`src/rtl/cpu_run_ctrl_pkg.sv`:
```
// cpu_run_pkg: shared types for the CPU run controller.
//   run_state_t  : controller FSM states
//   halt_cause_t : reason reported on halt_cause (3 bits)
package cpu_run_pkg;

    localparam logic [2:0] HALT_NONE  = 3'd0;
    localparam logic [2:0] HALT_LIMIT = 3'd1;
    localparam logic [2:0] HALT_BP    = 3'd2;
    localparam logic [2:0] HALT_STOP  = 3'd3;
    localparam logic [2:0] HALT_WATCH = 3'd4;

    typedef enum logic [2:0] {
        IDLE   = 3'd0,
        RST    = 3'd1,
        RUN    = 3'd2,
        PAUSED = 3'd3,
        HALTED = 3'd4
    } run_state_t;

    typedef enum logic [2:0] {
        CAUSE_NONE  = HALT_NONE,
        CAUSE_LIMIT = HALT_LIMIT,
        CAUSE_BP    = HALT_BP,
        CAUSE_STOP  = HALT_STOP,
        CAUSE_WATCH = HALT_WATCH
    } halt_cause_t;

endpackage

```
`src/rtl/cpu_run_ctrl_bp_match.sv`:
```
// bp_match: flags when the current instruction address hits any enabled
// breakpoint.
//   i_bp_en   : per-breakpoint enable
//   i_bp_addr : packed breakpoint addresses, bp0 in the LSBs
//   i_addr    : current instruction address
//   o_hit_c   : combinational hit flag
module bp_match #(
    parameter int unsigned NUM_BP = 2,
    parameter int unsigned ADDR_W = 8
) (
    input  logic [NUM_BP-1:0]        i_bp_en,
    input  logic [NUM_BP*ADDR_W-1:0] i_bp_addr,
    input  logic [ADDR_W-1:0]        i_addr,
    output logic                     o_hit_c
);

    // OR of enabled equality compares
    always_comb begin
        o_hit_c = 1'b0;
        for (int i = 0; i < int'(NUM_BP); i++) begin
            if (i_bp_en[i] && (i_bp_addr[i*ADDR_W +: ADDR_W] == i_addr)) begin
                o_hit_c = 1'b1;
            end
        end
    end

endmodule

```
`src/rtl/cpu_run_ctrl.sv`:
```
// cpu_run_ctrl: run control for the single-cycle CPU. Holds the CPU in
// reset, releases it, then runs / single-steps it through a clock enable,
// halting on a cycle budget, an instruction-address breakpoint or a stop
// request.
//   clk, reset (sync, active-low)
//   start / step / stop_req : control pulses; step_mode selects PAUSED entry
//   cycle_limit (0 = unlimited), bp_en / bp_addr : halt conditions
//   instr_addr, we : observed CPU bus
//   cpu_reset, cpu_en : CPU controls (cpu_en is combinational)
//   running, done, halt_cause, cycle_count, wr_count, halt_pc : status
// Optional: define CPU_RUN_CTRL_WATCH_EN to add watch_addr / data_addr and
// a data-write watchpoint (halt cause 4).
module cpu_run_ctrl
    import cpu_run_pkg::*;
#(
    parameter int unsigned ADDR_W     = 8,
    parameter int unsigned CYC_W      = 16,
    parameter int unsigned NUM_BP     = 2,
    parameter int unsigned RST_CYCLES = 4
) (
    input  logic                     clk,
    input  logic                     reset,
    input  logic                     start,
    input  logic                     step,
    input  logic                     stop_req,
    input  logic                     step_mode,
    input  logic [CYC_W-1:0]         cycle_limit,
    input  logic [NUM_BP-1:0]        bp_en,
    input  logic [NUM_BP*ADDR_W-1:0] bp_addr,
    input  logic [ADDR_W-1:0]        instr_addr,
    input  logic                     we,
    output logic                     cpu_reset,
    output logic                     cpu_en,
    output logic                     running,
    output logic                     done,
    output logic [2:0]               halt_cause,
    output logic [CYC_W-1:0]         cycle_count,
    output logic [CYC_W-1:0]         wr_count,
    output logic [ADDR_W-1:0]        halt_pc
`ifdef CPU_RUN_CTRL_WATCH_EN
    ,
    input  logic [7:0]               watch_addr,
    input  logic [7:0]               data_addr
`endif
);

    localparam int unsigned RC_W = (RST_CYCLES > 1) ? $clog2(RST_CYCLES) : 1;
    localparam logic [RC_W-1:0] RC_LAST = RC_W'(RST_CYCLES - 1);

    run_state_t        r_state;
    run_state_t        w_nxt_state;
    halt_cause_t       r_halt_cause;
    halt_cause_t       w_cause;
    logic [RC_W-1:0]   r_rst_cnt;
    logic [CYC_W-1:0]  r_cycle_count;
    logic [CYC_W-1:0]  r_wr_count;
    logic [ADDR_W-1:0] r_halt_pc;
    logic              r_cpu_reset;
    logic              r_running;
    logic              r_done;
    logic              r_step;      // step cycle in progress
    logic              r_bp_skip;   // first RUN cycle after resume from PAUSED
    logic              w_bp_hit;
    logic              w_bp_stop;
    logic              w_exec;
    logic              w_limit;
    logic              w_watch;
    logic              w_halt;
    logic              w_clear;
    logic              w_step_nxt;
    logic              w_skip_nxt;
    logic [CYC_W-1:0]  w_cyc_inc;
    logic [CYC_W-1:0]  w_wr_inc;

    bp_match #(
        .NUM_BP (NUM_BP),
        .ADDR_W (ADDR_W)
    ) u_bp_match (
        .i_bp_en   (bp_en),
        .i_bp_addr (bp_addr),
        .i_addr    (instr_addr),
        .o_hit_c   (w_bp_hit)
    );

    // CPU executes this cycle; a live breakpoint blocks the matching instruction
    always_comb begin
        w_bp_stop = w_bp_hit & ~r_bp_skip;
        w_exec    = 1'b0;
        if (r_state == RUN) begin
            w_exec = ~w_bp_stop;
        end else if (r_state == PAUSED) begin
            w_exec = r_step;
        end
    end

    // saturating counter increments
    assign w_cyc_inc = (&r_cycle_count) ? r_cycle_count : r_cycle_count + CYC_W'(1);
    assign w_wr_inc  = (&r_wr_count)    ? r_wr_count    : r_wr_count + CYC_W'(1);
    assign w_limit   = (cycle_limit != '0) && w_exec && (w_cyc_inc == cycle_limit);

`ifdef CPU_RUN_CTRL_WATCH_EN
    assign w_watch = w_exec & we & (data_addr == watch_addr);
`else
    assign w_watch = 1'b0;
`endif

    // next-state and halt decision
    always_comb begin
        w_nxt_state = r_state;
        w_cause     = CAUSE_NONE;
        w_halt      = 1'b0;
        w_clear     = 1'b0;
        w_step_nxt  = 1'b0;
        w_skip_nxt  = 1'b0;
        case (r_state)
            IDLE: begin
                if (start) begin
                    w_nxt_state = RST;
                    w_clear     = 1'b1;
                end
            end
            RST: begin
                if (r_rst_cnt == RC_LAST) begin
                    w_nxt_state = step_mode ? PAUSED : RUN;
                end
            end
            RUN: begin
                if (stop_req) begin
                    w_halt  = 1'b1;
                    w_cause = CAUSE_STOP;
                end else if (w_watch) begin
                    w_halt  = 1'b1;
                    w_cause = CAUSE_WATCH;
                end else if (w_bp_stop) begin
                    w_halt  = 1'b1;
                    w_cause = CAUSE_BP;
                end else if (w_limit) begin
                    w_halt  = 1'b1;
                    w_cause = CAUSE_LIMIT;
                end
            end
            PAUSED: begin
                if (stop_req) begin
                    w_halt  = 1'b1;
                    w_cause = CAUSE_STOP;
                end else if (r_step && w_limit) begin
                    w_halt  = 1'b1;
                    w_cause = CAUSE_LIMIT;
                end else if (start) begin
                    w_nxt_state = RUN;
                    w_skip_nxt  = 1'b1;
                end else if (step && !r_step) begin
                    w_step_nxt = 1'b1;
                end
            end
            HALTED: begin
                if (start) begin
                    w_nxt_state = RST;
                    w_clear     = 1'b1;
                end
            end
            default: w_nxt_state = IDLE;
        endcase
        if (w_halt) begin
            w_nxt_state = HALTED;
        end
    end

    // state, counters and registered status
    always_ff @(posedge clk) begin
        if (!reset) begin
            r_state       <= IDLE;
            r_halt_cause  <= CAUSE_NONE;
            r_rst_cnt     <= '0;
            r_cycle_count <= '0;
            r_wr_count    <= '0;
            r_halt_pc     <= '0;
            r_cpu_reset   <= 1'b1;
            r_running     <= 1'b0;
            r_done        <= 1'b0;
            r_step        <= 1'b0;
            r_bp_skip     <= 1'b0;
        end else begin
            r_state     <= w_nxt_state;
            r_cpu_reset <= (w_nxt_state == IDLE) || (w_nxt_state == RST);
            r_running   <= (w_nxt_state == RUN);
            r_done      <= (w_nxt_state == HALTED);
            r_step      <= w_step_nxt;
            r_bp_skip   <= w_skip_nxt;
            r_rst_cnt   <= (r_state == RST) ? r_rst_cnt + RC_W'(1) : '0;
            if (w_clear) begin
                r_cycle_count <= '0;
                r_wr_count    <= '0;
                r_halt_cause  <= CAUSE_NONE;
            end else if (w_exec) begin
                r_cycle_count <= w_cyc_inc;
                if (we) begin
                    r_wr_count <= w_wr_inc;
                end
            end
            if (w_halt) begin
                r_halt_cause <= w_cause;
                r_halt_pc    <= instr_addr;
            end
        end
    end

    assign cpu_en      = w_exec;
    assign cpu_reset   = r_cpu_reset;
    assign running     = r_running;
    assign done        = r_done;
    assign halt_cause  = r_halt_cause;
    assign cycle_count = r_cycle_count;
    assign wr_count    = r_wr_count;
    assign halt_pc     = r_halt_pc;

endmodule

```
`config.mk`:
```
export PLATFORM = sky130hd
export DESIGN_NAME = cpu_run_ctrl
export DESIGN_NICKNAME = d
export VERILOG_FILES = /design/src/rtl/cpu_run_ctrl_pkg.sv /design/src/rtl/cpu_run_ctrl_bp_match.sv /design/src/rtl/cpu_run_ctrl.sv
export SDC_FILE = /design/constraint.sdc
export NUM_CORES = 1
export LEC_CHECK = 0
export BUFFER_PORTS_ARGS = -buffer_cell sky130_fd_sc_hd__buf_2
export CAP_MARGIN = 20
export CORE_ASPECT_RATIO = 1.2
export CORE_MARGIN = 4
export CORE_UTILIZATION = 55
export CTS_CLUSTER_DIAMETER = 40
export DETAILED_ROUTE_END_ITERATION = 10
export MAX_ROUTING_LAYER = met4
export PLACE_DENSITY_LB_ADDON = 0.08
export SYNTH_ARGS = -nofsm -noshare
export SYNTH_HDL_FRONTEND = slang
export SYNTH_SLANG_ARGS = --single-unit
```
`constraint.sdc`:
```
create_clock -name clk -period 5.7 [get_ports clk]
set_input_delay 0.57 -clock clk [delete_from_list [all_inputs] [get_ports clk]]
set_output_delay 0.57 -clock clk [all_outputs]
set_load 0.05 [all_outputs]
```
Word-level counts from Yosys, hierarchy flattened
Index checks and enable logic that the tools add are counted.

cells by class
  add/sub/neg operators = 3
  multiply operators = 0
  div/mod/pow operators = 0
  $lt $le $gt $ge = 0
  equal/unequal tests = 11
  shift operators = 0
  mux-type cells = 30
  bitwise gates (word level) = 6
  reductions and logical operators = 20

operators by type and width
  kind                                                                    count
  16-bit by 1-bit adder with 16-bit output (second input constant)        2
  16-bit AND reduction                                                    2
  3-bit two-way mux                                                       8
  16-bit equality test                                                    1
  8-bit equality test                                                     2
  16-bit two-way mux                                                      1
  16-bit nonzero test                                                     1
  1-bit two-way mux                                                       15
  3-bit one-hot mux with 4 select lines                                   1
  3-bit by 2-bit equality test with 1-bit output (second input constant)  3
  3-bit by 1-bit equality test with 1-bit output (second input constant)  2
  3-bit equality test (second input constant)                             2
  1-bit logical AND                                                       6
  3-bit zero test                                                         2
  2-bit two-way mux                                                       3
  1-bit NOT                                                               5
  5-bit OR reduction                                                      1
  2-bit one-hot mux with 2 select lines                                   1
  2-bit OR reduction                                                      2
  4-bit OR reduction                                                      1
  3-bit AND reduction                                                     1
  2-bit by 1-bit adder with 2-bit output (second input constant)          1
  2-bit equality test (second input constant)                             1
  1-bit one-hot mux with 2 select lines                                   1
  5 further kinds                                                         5

storage, ports and cells
  bits in registers = 53
  latch bits = 0
  bits in writable memories = 0
  memory bits (read-only) = 0
  output and inout port bits = 47
  word-level logic and storage cells = 81
  memories kept = 0

Logic depth before layout (Yosys ltp)
  depth in word-level cells = 16
  gate-level depth with buffers = 12
  mapped depth without buffers = 10

Cells and area by module
Synthesis repeated with hierarchy kept, for this count alone.

unflattened totals
  cell total of the unflattened synthesis = 407
  area total of the unflattened synthesis = 3299.4 um^2

by module, submodules not included
  module        times used  cells each  area an instance (um^2)  seq. area each (um^2)
  cpu_run_ctrl  1           384         3120.5                   1041.0
  bp_match      1           23          178.9                    0.0

Least setup slack after synthesis
Ideal clock, no wire load.

  kind = register to register
  start = register r_cycle_count[0], in the netlist cycle_count[0]
  end = register r_halt_cause[1], in the netlist halt_cause[1]
  library setup time = 0.072 ns
  arrival time = 3.887 ns
  path slack = 1.742 ns
  cell stages (with the launch flop) = 13
  clock period less this slack = 3.958 ns
  cells stage by stage = dfxtp_1 ha_1 nand3_2 or4_1 buf_2 or4_4 a221oi_2 nand4_1 nor4_4 nand3_2 a311oi_4 buf_6 mux2i_1

on the way
  longest elaborated chain between the ends = 9

ends and longest elaborated chain
  element                                                                                  RTL line                                  RTL
  start, declared                                                                          cpu_run_ctrl.sv:55                        logic [CYC_W-1:0] r_cycle_count;
  start signal, assigned                                                                   cpu_run_ctrl.sv:196                       r_cycle_count <= w_cyc_inc;
  16-bit by 1-bit adder with 16-bit output / 16-bit AND reduction (equally long branches)  cpu_run_ctrl.sv:97                        assign w_cyc_inc = (&r_cycle_count) ? r_cycle_count : r_cycle_count + CYC_W'(1);
  16-bit two-way mux *                                                                     cpu_run_ctrl.sv:97
  16-bit equality test *                                                                   cpu_run_ctrl.sv:99                        assign w_limit = (cycle_limit != '0) && w_exec && (w_cyc_inc == cycle_limit);
  1-bit logical AND *                                                                      cpu_run_ctrl.sv:99
  1-bit two-way mux / 1-bit logical AND (equally long branches)                            cpu_run_ctrl.sv:137, cpu_run_ctrl.sv:146
  1-bit two-way mux, on equally long branches                                              cpu_run_ctrl.sv:134, cpu_run_ctrl.sv:146
  1-bit two-way mux, on equally long branches                                              cpu_run_ctrl.sv:128, cpu_run_ctrl.sv:143
  1-bit one-hot mux with 2 select lines *                                                  cpu_run_ctrl.sv:115                       case (r_state)
  3-bit two-way mux / 2-bit nonzero test (equally long branches)                           --
  end signal, assigned                                                                     cpu_run_ctrl.sv:202                       r_halt_cause <= w_cause;
  end, declared                                                                            cpu_run_ctrl.sv:52                        halt_cause_t r_halt_cause;

Mark *: on every way between the ends. The rest lies on a longest branch, timed or not.
A chain may end at the register's enable or synchronous reset.

Final worst setup path
  start = register r_cycle_count[0], in the netlist cycle_count[0]
  end = register r_state[0]

on the way
  longest elaborated chain between the ends = 9

ends and longest elaborated chain
  element                                                                                                RTL line                                  RTL
  16-bit by 1-bit adder with 16-bit output / 16-bit AND reduction (equally long branches)                cpu_run_ctrl.sv:97
  16-bit two-way mux *                                                                                   cpu_run_ctrl.sv:97
  16-bit equality test *                                                                                 cpu_run_ctrl.sv:99
  1-bit logical AND *                                                                                    cpu_run_ctrl.sv:99
  1-bit two-way mux / 1-bit logical AND (equally long branches)                                          cpu_run_ctrl.sv:137, cpu_run_ctrl.sv:146
  1-bit two-way mux (tied with other cells)                                                              cpu_run_ctrl.sv:134                       end else if (w_bp_stop) begin
  1-bit two-way mux (tied with other cells)                                                              cpu_run_ctrl.sv:128                       if (stop_req) begin
  1-bit one-hot mux with 2 select lines / 3-bit one-hot mux with 4 select lines (equally long branches)  cpu_run_ctrl.sv:115
  3-bit two-way mux *                                                                                    cpu_run_ctrl.sv:164                       if (w_halt) begin
  end signal, assigned                                                                                   cpu_run_ctrl.sv:184                       r_state <= w_nxt_state;
  end, declared                                                                                          cpu_run_ctrl.sv:50                        run_state_t r_state;

Marked as above.

==> summary.md <==
| Metric | Value |
|---|---|
| Status | `finished clean` |
| Die W | `77.5 µm` |
| Largest net degree at the start of global routing | `32` |
| Worst R2R Start | `cycle_count[0]$_SDFFE_PP0N_` |
| Vert. Die Dim | `approximately 91 µm` |
| Reg2reg setup slack | `~1.6 ns` |
| Routed wire per std cell | `about 15 µm` |
| Clock root buffer master | `clkbuf_8` |
| H-tree Lvls | `2` |
| Actual slew at the worst max-slew pin | `between 0.8 and 0.9 ns` |
| Share of the synthesized area in the top cell type | `32.7%` |
| CP arrival | `around 4.3 ns` |
| RePlAce Congestion | `0.910` |
| Detailed Route WL | `a little under 8000 µm` |
| Complex-gate fraction of the synthesized area | `10.1%` |
| Post-Synth Simple-Gate Area | `approximately 30%` |
| Router iterations before antenna repair | `4` |
| Lkg Pwr | `1.48 nW` |
| CP Launch Point | `cycle_count[0]$_SDFFE_PP0N_` |
| # placed instances | `about 530` |
| Initial Utilization | `between 50% and 60%` |
| Crit path largest cell delay | `around 0.84 ns` |
| Net Sw Frac | `approximately 24%` |
| GRT Total Usage | `between 20% and 30%` |
| R2R depth | `10` |
| Part of the cycle the worst path needs | `a little under three quarters` |
| Main area contributors after synthesis | `dfxtp_1, xor2_1, xnor2_1` |
| Overflow after GRT | `0` |
| Post-route minimum period | `between 4 and 5 ns` |
| Crit path kind | `flop to flop` |
| Setup bufs post-CTS | `0` |
| Detail Route Antenna Nets | `0` |
| Prevailing post-synth register cell | `dfxtp_1` |
| Worst rel slew slack | `41.0%` |
| Synth warn | `0` |
| DR DRC count | `0` |
| Global-route wire length before repair | `approximately 13000 µm` |
| Hold Startpoint | `r_rst_cnt[0]$_SDFF_PN0_` |
| Dpl cell area | `approximately 0.0037 mm²` |
| Slew Limit Fails | `0` |
| F_max | `0.244 GHz` |
| Hold EP | `r_rst_cnt[0]$_SDFF_PN0_` |
| Largest family of logic cells by synthesized area | `simple AND/OR/NAND/NOR gates` |
| Internal power | `roughly 0.49 mW` |
| Fillers | `between 500 and 600` |
| Hold path cells | `1` |
| DP HPWL | `6090 µm` |
| Post-Synth Adder-Cell Area | `under 10%` |
| Hold Violations, Final | `0` |
| Fin cells | `between 500 and 600` |
| RSZ-0062 raised after global routing | `no` |
| Pwr dens | `173 mW/mm²` |
| Cells after Synth | `around 390` |
| Fraction of layout cells with a size suffix above 1 | `around a quarter` |
| Total power | `around 0.65 mW` |
| Mux contribution to synthesized area | `~5.7%` |
| Part of the power in registers | `between 50% and 60%` |
| Clock share of power | `about a third` |
| Startpoint types | `flop` |
| Starting DRC count in detailed routing | `about 160` |
| Vias in the first global route | `~2800` |
| Clock Skews | `around 0.015 ns` |
| Top cell type by total area after synthesis | `dfxtp_1` |
| Clk slew on worst S/H paths | `~0.10 ns` |
| TritonCTS clock tree | `done` |
| Final WS setup | `between 1.5 and 2 ns` |
| Std-Cell Rows | `30` |
| Die Area | `0.00708 mm²` |
| Maximum VDD drop | `0.163 mV` |
| Hold-fix buffers, CTS | `0` |
| Post-route cell area | `around 0.0038 mm²` |
| DR vias | `approximately 3000` |
| Synth Cell Area | `0.00319 mm²` |
| Final #Nets | `521` |
| Num ports | `96` |
| Critical-path cell list | `ha_1, nand3_2, or4_1, or4_4, a221oi_2, nand4_1, nor4_4, nand3_2, a311oi_4, and3b_2` |
| Synth Register Bits | `52` |
| CP dominant cell by count | `nand3_2` |
| Pre-CTS setup slack | `1.57 ns` |
| Average cell area after synthesis | `roughly 8.3 µm²` |
| Initial antenna violation count | `0` |
| TritonCTS Buffers | `5` |
| Data required, critical path | `a little under 6 ns` |
| Post-synthesis sequential area ratio | `32.7%` |
| Inserted Diodes | `0` |
| Crit path capture type | `flop` |
| Comb pwr share | `about a tenth` |
| Crit-path max FO | `15` |
| I/O Buffers | `94` |
| Syn nets | `approximately 440` |
| Cts repair resizes | `0` |
| Final setup fails | `0` |
| Sink Count | `52` |
| Slowest CP cell | `a311oi_4` |
| Worst reg2reg path endpoint | `r_state[0]$_SDFF_PN0_` |
| Post-synth cell types | `57` |
| Max clock buf depth | `2` |
| Post-synth EDFFs | `0` |
| FFs w/ async S/R, synth | `0%` |
| Max-cap violations | `0` |
| Area Growth Syn to Fin | `17.8%` |
| HP Class | `flop to flop` |
| Via density | `between 5 and 6` |
| Switching power | `0.157 mW` |
| Setup TNS | `0 ns` |
| Core area | `about 0.0056 mm²` |
| Post-Synth XOR/XNOR Area | `between 10% and 20%` |
| Worst skew pair latency | `approximately 0.3 ns` |
## synth_stat cells, types with 2 or more instances
cell,count
a21oi_1,15
a311oi_1,2
a31oi_1,3
and2_1,3
and3_1,5
and4_1,3
buf_2,4
clkbuf_1,10
dfxtp_1,52
ha_1,3
inv_1,8
mux2i_1,18
nand2_1,41
nand2b_1,7
nand3_1,15
nand3_2,2
nand3b_1,2
nand4_1,15
nor2_1,39
nor2b_1,2
nor3_1,15
nor3b_1,3
nor4_1,12
nor4b_1,4
o211ai_1,2
o21a_1,2
o21ai_0,9
o2bb2ai_1,2
o31ai_1,2
or3_1,4
xnor2_1,25
xor2_1,31
## worst max-delay path by stage
stage                                            end  slack (ns)  cells after the start
after floorplan           halt_cause[1]$_SDFFE_PN0P_        1.74                     12
after global placement         r_state[0]$_SDFF_PN0_        1.63                     10
after detailed placement       r_state[0]$_SDFF_PN0_        1.57                     10
after CTS                      r_state[0]$_SDFF_PN0_        1.55                     10
after global routing           r_state[0]$_SDFF_PN0_        1.27                      9
final                          r_state[0]$_SDFF_PN0_        1.60                     10
## placed cells by master, fill, tap and decap left out, types with 4 or more instances in the layout
master,Yosys,layout
clkbuf_8,0,6
nor3_1,15,15
dfxtp_1,52,52
and3_1,5,5
nor4_1,12,12
a21oi_1,15,15
nor4b_1,4,4
nand3_1,15,15
nand2_1,41,41
nor2_1,39,39
buf_2,4,94
nand2b_1,7,7
xor2_1,31,31
o21ai_0,9,9
mux2i_1,18,18
xnor2_1,25,25
nand4_1,15,15
inv_1,8,8
or3_1,4,4
## power by group through the flow
stage	Combinational, mW	Clock, mW	Sequential, mW
2_1_floorplan	0.0368	0	0.374
3_3_place_gp	0.0657	0	0.375
3_5_place_dp	0.0667	0	0.375
4_1_cts	0.0671	0.223	0.367
5_1_grt	0.0742	0.241	0.367
6_report	0.0665	0.215	0.367
## per-layer routing
| metal | GRT usage (%) | vias up | part of all wire, % | routed length [µm] |
|---|---|---|---|---|
| li1 | - | 1532 | - | - |
| met1 | 26.8 | 1389 | 42 | 3290 |
| met2 | 39.0 | 102 | 50 | 3960 |
| met3 | 4.27 | 13 | 6.3 | 496 |
| met4 | 9.05 | 0 | 1.9 | 150 |
| met5 | - | - | 0 | 0 |
## flip-flops by register name, indices dropped and copies added (netlist names), 2 cells and up
| name | cells |
|---|---|
| wr_count | 16 |
| cycle_count | 16 |
| r_rst_cnt | 2 |
| halt_cause | 2 |
| halt_pc | 8 |
| r_state | 3 |
## worst max-delay path: cells and delay by family, from the launching register on
family                   cells  cell delay (ns)
AO/OA/AOI/OAI                2             1.07
adder cells (fa/ha/maj)      1             0.27
flip-flops                   1             0.44
AND/OR/NAND/NOR              7             2.22
## cell families after synthesis
family,Yosys count
and+or+nand+nor,181
adders and majority gates,3
muxes,18
AOI/OAI and AO/OA,46
other,1
buffers and inverters,27
xor gates and xnor gates,57
DFF,52
## stage by stage
stage / util (%) / hold WS [ns]
2_1_floorplan: - / 0.407
3_3_place_gp: 65.0 / 0.421
3_5_place_dp: 65.0 / 0.424
4_1_cts: 66.7 / 0.438
5_1_grt: 66.7 / 0.475
6_report: 66.7 / 0.439
## area by class of cell
| class | count | area [µm²] | area share, % |
|---|---|---|---|
| clock buffers | 7 | 86.3 | 2.30 |
| clock inverters | 1 | 7.51 | 0.200 |
| inverters | 9 | 33.8 | 0.900 |
| multi-input cells | 306 | 2030 | 54.0 |
| flip-flops and latches | 52 | 1040 | 27.7 |
| well taps | 64 | 80.1 | 2.13 |
| repair buffers | 95 | 478 | 12.7 |
No activity file was read; power rests on OpenSTA's default activity.
